$ cat src/rtl/ks_addsub_pipe.sv
// ks_addsub_pipe: pipelined Kogge-Stone adder/subtractor with a valid/ready
// stream interface. The prefix tree is split across two register stages and
// a third stage registers the sum and the carry/overflow/zero flags.
// All three stages advance together whenever the output slot is free or is
// being consumed, so there is no bubble collapsing. The pipeline holds at
// most three beats.

module ks_addsub_pipe #(
  parameter int WIDTH = 32
) (
  input  logic             clk,
  input  logic             rst,
  input  logic             in_valid,
  output logic             in_ready,
  input  logic [WIDTH-1:0] a,
  input  logic [WIDTH-1:0] b,
  input  logic             sub,
  output logic             out_valid,
  input  logic             out_ready,
  output logic [WIDTH-1:0] s,
  output logic             cout,
  output logic             ovf,
  output logic             zero
);

  localparam int LVLS   = $clog2(WIDTH);
  localparam int LVL_S1 = LVLS / 2;

  logic             advance_s;

  // Front end: operand conditioning and the first half of the prefix tree.
  logic [WIDTH-1:0] bx_s;
  logic [WIDTH-1:0] p_s;
  logic [WIDTH-1:0] g_s;
  logic [WIDTH-1:0] pre_g_s;
  logic [WIDTH-1:0] pre_p_s;
  logic [WIDTH-1:0] lo_g_nxt_s;
  logic [WIDTH-1:0] lo_p_nxt_s;

  // Stage 1 registers.
  logic             s1_valid_r;
  logic [WIDTH-1:0] s1_p_r;
  logic [WIDTH-1:0] s1_g_r;
  logic [WIDTH-1:0] s1_pp_r;
  logic             s1_amsb_r;
  logic             s1_bmsb_r;
  logic             s1_cin_r;

  // Back half of the prefix tree; the group generate of bit i is carry c[i].
  logic [WIDTH-1:0] carry_s;
  logic [WIDTH-1:0] hi_p_s;
  logic [WIDTH-1:0] hi_g_nxt_s;
  logic [WIDTH-1:0] hi_p_nxt_s;

  // Stage 2 registers.
  logic             s2_valid_r;
  logic [WIDTH-1:0] s2_c_r;
  logic [WIDTH-1:0] s2_p_r;
  logic             s2_amsb_r;
  logic             s2_bmsb_r;
  logic             s2_cin_r;

  // Result formation ahead of the output register.
  logic [WIDTH-1:0] sum_s;
  logic             ovf_s;

  // The whole pipeline moves when the output slot is empty or being taken.
  assign advance_s = ~out_valid | out_ready;
  assign in_ready  = advance_s;

  // Condition b, form p/g with carry-in folded into bit 0, run the low prefix levels.
  always_comb begin
    bx_s       = b ^ {WIDTH{sub}};
    p_s        = a ^ bx_s;
    g_s        = a & bx_s;
    g_s[0]     = g_s[0] | (p_s[0] & sub);
    pre_g_s    = g_s;
    pre_p_s    = p_s;
    lo_g_nxt_s = g_s;
    lo_p_nxt_s = p_s;
    for (int k = 1; k <= LVL_S1; k++) begin
      lo_g_nxt_s = pre_g_s;
      lo_p_nxt_s = pre_p_s;
      for (int i = (1 << (k - 1)); i < WIDTH; i++) begin
        lo_g_nxt_s[i] = pre_g_s[i] | (pre_p_s[i] & pre_g_s[i - (1 << (k - 1))]);
        lo_p_nxt_s[i] = pre_p_s[i] & pre_p_s[i - (1 << (k - 1))];
      end
      pre_g_s = lo_g_nxt_s;
      pre_p_s = lo_p_nxt_s;
    end
  end

  // Stage 1: capture the partial prefix results and the MSB/carry-in side data.
  always_ff @(posedge clk or posedge rst) begin
    if (rst) begin
      s1_valid_r <= 1'b0;
      s1_p_r     <= {WIDTH{1'b0}};
      s1_g_r     <= {WIDTH{1'b0}};
      s1_pp_r    <= {WIDTH{1'b0}};
      s1_amsb_r  <= 1'b0;
      s1_bmsb_r  <= 1'b0;
      s1_cin_r   <= 1'b0;
    end else if (advance_s) begin
      s1_valid_r <= in_valid & advance_s;
      s1_p_r     <= p_s;
      s1_g_r     <= pre_g_s;
      s1_pp_r    <= pre_p_s;
      s1_amsb_r  <= a[WIDTH-1];
      s1_bmsb_r  <= bx_s[WIDTH-1];
      s1_cin_r   <= sub;
    end
  end

  // Remaining prefix levels turn the stage-1 group terms into final carries.
  always_comb begin
    carry_s    = s1_g_r;
    hi_p_s     = s1_pp_r;
    hi_g_nxt_s = s1_g_r;
    hi_p_nxt_s = s1_pp_r;
    for (int k = LVL_S1 + 1; k <= LVLS; k++) begin
      hi_g_nxt_s = carry_s;
      hi_p_nxt_s = hi_p_s;
      for (int i = (1 << (k - 1)); i < WIDTH; i++) begin
        hi_g_nxt_s[i] = carry_s[i] | (hi_p_s[i] & carry_s[i - (1 << (k - 1))]);
        hi_p_nxt_s[i] = hi_p_s[i] & hi_p_s[i - (1 << (k - 1))];
      end
      carry_s = hi_g_nxt_s;
      hi_p_s  = hi_p_nxt_s;
    end
  end

  // Stage 2: capture carries together with the bitwise propagate terms.
  always_ff @(posedge clk or posedge rst) begin
    if (rst) begin
      s2_valid_r <= 1'b0;
      s2_c_r     <= {WIDTH{1'b0}};
      s2_p_r     <= {WIDTH{1'b0}};
      s2_amsb_r  <= 1'b0;
      s2_bmsb_r  <= 1'b0;
      s2_cin_r   <= 1'b0;
    end else if (advance_s) begin
      s2_valid_r <= s1_valid_r;
      s2_c_r     <= carry_s;
      s2_p_r     <= s1_p_r;
      s2_amsb_r  <= s1_amsb_r;
      s2_bmsb_r  <= s1_bmsb_r;
      s2_cin_r   <= s1_cin_r;
    end
  end

  // Sum bits use the carry into each position; overflow compares operand and result signs.
  always_comb begin
    sum_s = s2_p_r ^ {s2_c_r[WIDTH-2:0], s2_cin_r};
    ovf_s = (s2_amsb_r == s2_bmsb_r) & (sum_s[WIDTH-1] != s2_amsb_r);
  end

  // Stage 3: registered outputs, held while the consumer stalls.
  always_ff @(posedge clk or posedge rst) begin
    if (rst) begin
      out_valid <= 1'b0;
      s         <= {WIDTH{1'b0}};
      cout      <= 1'b0;
      ovf       <= 1'b0;
      zero      <= 1'b0;
    end else if (advance_s) begin
      out_valid <= s2_valid_r;
      s         <= sum_s;
      cout      <= s2_c_r[WIDTH-1];
      ovf       <= ovf_s;
      zero      <= ~|sum_s;
    end
  end

endmodule

$ cat config.mk
export PLATFORM = sky130hd
export DESIGN_NAME = ks_addsub_pipe
export DESIGN_NICKNAME = d
export VERILOG_FILES = /design/src/rtl/ks_addsub_pipe.sv
export SDC_FILE = /design/constraint.sdc
export NUM_CORES = 1
export LEC_CHECK = 0
export CAP_MARGIN = 20
export CORE_MARGIN = 8
export CORE_UTILIZATION = 55
export CTS_CLUSTER_DIAMETER = 80
export DETAILED_ROUTE_END_ITERATION = 8
export GPL_ROUTABILITY_DRIVEN = 0
export PLACE_DENSITY = 0.8
export SLEW_MARGIN = 10
export SYNTH_ARGS = -nofsm -noshare
export SYNTH_HDL_FRONTEND = slang
export SYNTH_SLANG_ARGS = --single-unit
$ cat constraint.sdc
create_clock -name clk -period 18.88 [get_ports clk]
set_input_delay 3.776 -clock clk [delete_from_list [all_inputs] [get_ports clk]]
set_output_delay 3.776 -clock clk [all_outputs]
set_load 0.02 [all_outputs]
# --- After elaboration in Yosys (flattened, before gate mapping) ---
# Index checks and enable logic that the tools add are counted.
classes:
  n_eq_ne: 2
  bitwise: 369
  reduce_logical: 2
op_table:
  columns: ["operator", "count"]
  rows:
  - ["$and 1x1->1", 233]
  - ["$or 1x1->1", 131]
  - ["$xor 32x32->32", 3]
  - ["$and 32x32->32", 1]
  - ["$reduce_or 32->1", 1]
  - ["$eq 1x1->1", 1]
  - ["$logic_not 1->1", 1]
  - ["$ne 1x1->1", 1]
  - ["$not 1->1", 1]
word_totals:
  ff_bits: 204
  word_cells: 391

# --- Longest topological paths before layout ---
depth:
  depth_word: 8
  depth_mapped: 8
  ltp_nobuf: 6

# --- Worst setup path after synthesis ---
# OpenSTA, ideal clock, no wires.
synth_timing:
  path_type: "input to output"
  startpoint: "in out_ready"
  endpoint: "out in_ready"
  arrival_ns: 4.559
  required_time_ns: 15.104
  slack_ns: 10.545
  stages: 4
  path_cell_list: "nor2b_1 -> inv_1 -> clkbuf_1 -> clkbuf_1"
synth_between:
  elab_chain_len: 1
synth_rtl:
  columns: ["item", "line_no", "source"]
  rows:
  - ["start: declaration", "19", "input logic out_ready,"]
  - ["$or 1x1->1", "68", "assign advance_s = ~out_valid | out_ready;"]
  - ["end: declaration", "14", "output logic in_ready,"]
# No other way between the ends.

# --- Worst setup path in the final report ---
# Same ends and word-level chain as after synthesis.

==> results.txt <==
The combinational cell fraction of total power came out at around 34%. The power density relative to cell area is between 100 and 150 mW/mm². The sequential cell fraction of total power came out at between 40% and 50%. The number of antenna violations at the first check in global routing came out at 1. In this run the core area contains between 40 and 50 standard-cell rows. The maximum frequency from static timing analysis came out at 0.1042 GHz. The total track usage came out at about 20%. The clock period minus final worst setup slack came out at 9.593 ns.

The synthesized design contains 200 register bits. The layout cell share with drive strength beyond 1 came out at under 10%. The I/O pin count came out at approximately 110. The combined area of the multi-input logic cells came out at ~0.0040 mm². The internal power contribution came out at 1068 µW.

Setup violations remaining at the end of the flow were counted as 0. The post-cts resize count is 0. The period utilization is 50.81%. The sequential standard cell area is 0.005005 mm². Setup repair after global routing left no endpoint under its margin. The min-delay analysis places its worst path in the category flop to flop. The highest routed metal layer is met5.

Once detail routing completed, the nets flagged for antenna violations numbered 0. The area inside the core boundary came out at about 0.016 mm². The detailed-route vias per instance is around 5.5. Entering global routing, the biggest net connects between 100 and 150 pins. The chip height came out at 145.1 µm. Summing the sequential cell areas from Yosys gives ~55% of the chip area.

The mean instance size in the synthesized netlist is around 9.4 µm². The clock tree skew after final layout came out at between 0.005 and 0.006 ns. The count of final max-slew check failures is 0. The slew at the pin closest to its max-slew limit is about 1.1 ns.

The average wire per standard cell came out at about 16 µm. The die width is 145.1 µm. The wire length on met1 came out at around 9.0 mm. The highest fanout seen on the critical path is 70. The number of cells produced by synthesis came out at just under 1000. In this run switching power makes up approximately a third of total power.

The origin of the worst min-delay path is s2_valid_r. The tree built by TritonCTS fans out to 200 sinks. The number of endpoints with negative hold slack in the final report is 0. TritonCTS built the clock tree. The share of the core filled with cells is a little under 70%. STA classifies the critical path endpoint as an output port. The share of power burned in the clock network is between 20% and 30%. The max-cap violation count is 0. The start point of the critical path is out_ready. The total CTS buffers came out at 17.

The met2 wire length is 10.13 mm. The global route total overflow came out at 0. For this design the static power due to leakage is roughly 0.0050 µW.

The total negative setup slack came out at 0 ns. The detailed router's first-iteration violation count is 660. Final hold analysis gives a worst-case slack of about 0.47 ns.

The final layout contains routed wiring with a total length of 20.66 mm. The tree is rooted in a sky130_fd_sc_hd__clkbuf_16. STA classifies the critical path startpoint as a primary input. The clock tree buffer depth is 2. The area added between synthesis and finish came out at 20.39%. The via count of the first global-routing pass came out at between 6000 and 7000. The flow ran to the end, and the final reports show no timing, DRC or antenna violations. The worst IR drop on VDD came out at ~0.092 mV. The count of fill cells added during filler insertion is about 1300.

The final net count came out at around 1200. The post-DP HPWL is between 10 and 15 mm. The number of diodes came out at 0. The clock latency reported for the late side of the worst-skew pair is 0.43 ns. After clock tree synthesis, the clock-pin slew on the worst setup and hold paths is around 0.060 ns. The worst slew slack as a fraction of its limit is between 20% and 30%.

After clock tree synthesis, the flow added hold-fix buffers numbering 0. For this run, the detailed router's first-pass iteration total came to 6. The total length of routed met3 wires came out at approximately 1.0 mm. The die area came out at between 0.02 and 0.025 mm². The via count is ~7100. The critical path in this run is classified as primary input to output port. Post-CTS timing repair inserted 0 buffers for setup. The post-synth net total came out at 1079. The data arrival time of the worst path is between 5 and 6 ns. The final routed DRC violation total is 0. The CTS H-tree depth came out at 4.

The Yosys step of the flow raised 0 warnings. The critical path required time came out at 15.10 ns. The initial core utilization came out at 55.83%. Summed over all nets, the switching power comes to approximately 570 µW.

In this run, distinct cell masters in the synthesized netlist total 33. The cell area after synthesis is 0.009160 mm². The first-pass GRT wire length is between 30 and 40 mm. Input and output buffers added on the ports amount to between 100 and 150.

In this run the critical register-to-register path is launched from out_valid.
synthesized netlist by cell type:
cell | number | area share (%)
sky130_fd_sc_hd__a21o_1 | 12 | 0.98
sky130_fd_sc_hd__a21oi_1 | 89 | 4.9
sky130_fd_sc_hd__a22o_1 | 1 | 0.096
sky130_fd_sc_hd__a31oi_1 | 6 | 0.41
sky130_fd_sc_hd__a32o_1 | 4 | 0.44
sky130_fd_sc_hd__buf_1 | 11 | 0.45
sky130_fd_sc_hd__buf_2 | 7 | 0.38
sky130_fd_sc_hd__clkbuf_1 | 30 | 1.2
sky130_fd_sc_hd__dfrtp_1 | 200 | 55
sky130_fd_sc_hd__ha_1 | 36 | 4.9
sky130_fd_sc_hd__inv_1 | 4 | 0.16
sky130_fd_sc_hd__mux2_2 | 1 | 0.12
sky130_fd_sc_hd__mux2i_1 | 4 | 0.44
sky130_fd_sc_hd__nand2_1 | 273 | 11
sky130_fd_sc_hd__nand2b_1 | 1 | 0.068
sky130_fd_sc_hd__nand3_1 | 12 | 0.66
sky130_fd_sc_hd__nand3b_1 | 4 | 0.33
sky130_fd_sc_hd__nand4_1 | 10 | 0.68
sky130_fd_sc_hd__nand4_2 | 1 | 0.14
sky130_fd_sc_hd__nor2_1 | 99 | 4.1
sky130_fd_sc_hd__nor2b_1 | 5 | 0.34
sky130_fd_sc_hd__nor3_1 | 9 | 0.49
sky130_fd_sc_hd__nor4_2 | 1 | 0.14
sky130_fd_sc_hd__o211ai_1 | 19 | 1.6
sky130_fd_sc_hd__o21a_1 | 19 | 1.6
sky130_fd_sc_hd__o21ai_0 | 28 | 1.5
sky130_fd_sc_hd__o21bai_1 | 2 | 0.16
sky130_fd_sc_hd__o31ai_1 | 15 | 1.2
sky130_fd_sc_hd__o41ai_1 | 4 | 0.38
sky130_fd_sc_hd__or3_1 | 1 | 0.068
sky130_fd_sc_hd__or4_1 | 1 | 0.082
sky130_fd_sc_hd__xnor2_1 | 32 | 3.1
sky130_fd_sc_hd__xor2_1 | 33 | 3.2
per-layer routing:
layer	vias up	track usage [%]
met1	3413	25.67
met3	35	4.104
met5	-	0
li1	3431	-
met4	2	8.017
met2	214	32.17
kinds of logic after synthesis:
group,synth area share [%]
simple gates,18.24
xor+xnor,6.215
compound gates,13.21
flops,54.64
buf+inv,2.226
mux,0.5600
fa+ha+maj,4.917
path summary, 6_finish.rpt:
path	endpoint	slack (ns)	cells after the start
max in group asynchronous	s1_p_r[5]	13.53	3
max	in_ready	9.29	5
min in group asynchronous	s[27]	3.90	2
min	out_valid	0.47	1
min reg2reg	out_valid	0.47	1
max reg2reg	s1_g_r[27]	16.23	6
cell usage in the layout (no fill, tap or decap), types with 5 or more instances in the layout:
cell	n
sky130_fd_sc_hd__o21a_1	19
sky130_fd_sc_hd__a21o_1	12
sky130_fd_sc_hd__clkdlybuf4s50_1	104
sky130_fd_sc_hd__o21ai_0	28
sky130_fd_sc_hd__nand2_1	273
sky130_fd_sc_hd__ha_1	36
sky130_fd_sc_hd__nand4_1	10
sky130_fd_sc_hd__clkbuf_16	17
sky130_fd_sc_hd__a31oi_1	6
sky130_fd_sc_hd__xor2_1	33
sky130_fd_sc_hd__buf_4	5
sky130_fd_sc_hd__xnor2_1	32
sky130_fd_sc_hd__o31ai_1	15
sky130_fd_sc_hd__bufinv_16	6
sky130_fd_sc_hd__nor3_1	9
sky130_fd_sc_hd__o211ai_1	19
sky130_fd_sc_hd__nor2_1	99
sky130_fd_sc_hd__a21oi_1	89
sky130_fd_sc_hd__dfrtp_1	200
sky130_fd_sc_hd__nand3_1	12
cell type report:
cell class	count	share of cell area (%)
flip-flops and latches	200	45.38
clock buffers	20	4.141
multi-input cells	722	35.90
inverters	4	0.2496
well taps	220	2.496
clock inverters	12	2.008
repair buffers	110	9.825
worst max-delay path, stage by stage:
cell and delay (ns):
sky130_fd_sc_hd__clkdlybuf4s50_1 0.50, sky130_fd_sc_hd__nor2b_4 0.04, sky130_fd_sc_hd__buf_4 0.29, sky130_fd_sc_hd__inv_6 0.44, sky130_fd_sc_hd__clkdlybuf4s50_1 0.71
metrics by stage:
| stage | setup WS [ns] | total power (µW) | area, µm² | std cells |
|---|---|---|---|---|
| 4_1_cts | 9.295 | 1649 | 11030 | 1288 |
| 6_report | 9.287 | 1640 | 11030 | 1288 |
| 5_1_grt | 9.170 | 1736 | 11030 | 1288 |
| 3_3_place_gp | 9.281 | 1217 | 10350 | 1256 |
| 2_1_floorplan | 9.650 | 1031 | 9160 | 974 |
| 3_5_place_dp | 9.291 | 1236 | 10350 | 1256 |
registers in the layout, indices dropped and copies added (netlist names), 28 cells and up:
| register | cells |
|---|---|
| s1_pp_r | 28 |
| s1_g_r | 32 |
| s | 32 |
| s1_p_r | 32 |
| s2_p_r | 32 |
| s2_c_r | 32 |
power groups by stage:
stage / logic (µW) / clock network [µW] / registers, µW
5_1_grt: 604 / 430 / 701
3_5_place_dp: 547 / 0 / 688
6_report: 549 / 408 / 682
3_3_place_gp: 535 / 0 / 682
4_1_cts: 553 / 413 / 682
2_1_floorplan: 318 / 0 / 714
Note: power is estimated with default switching activity, not from simulation.
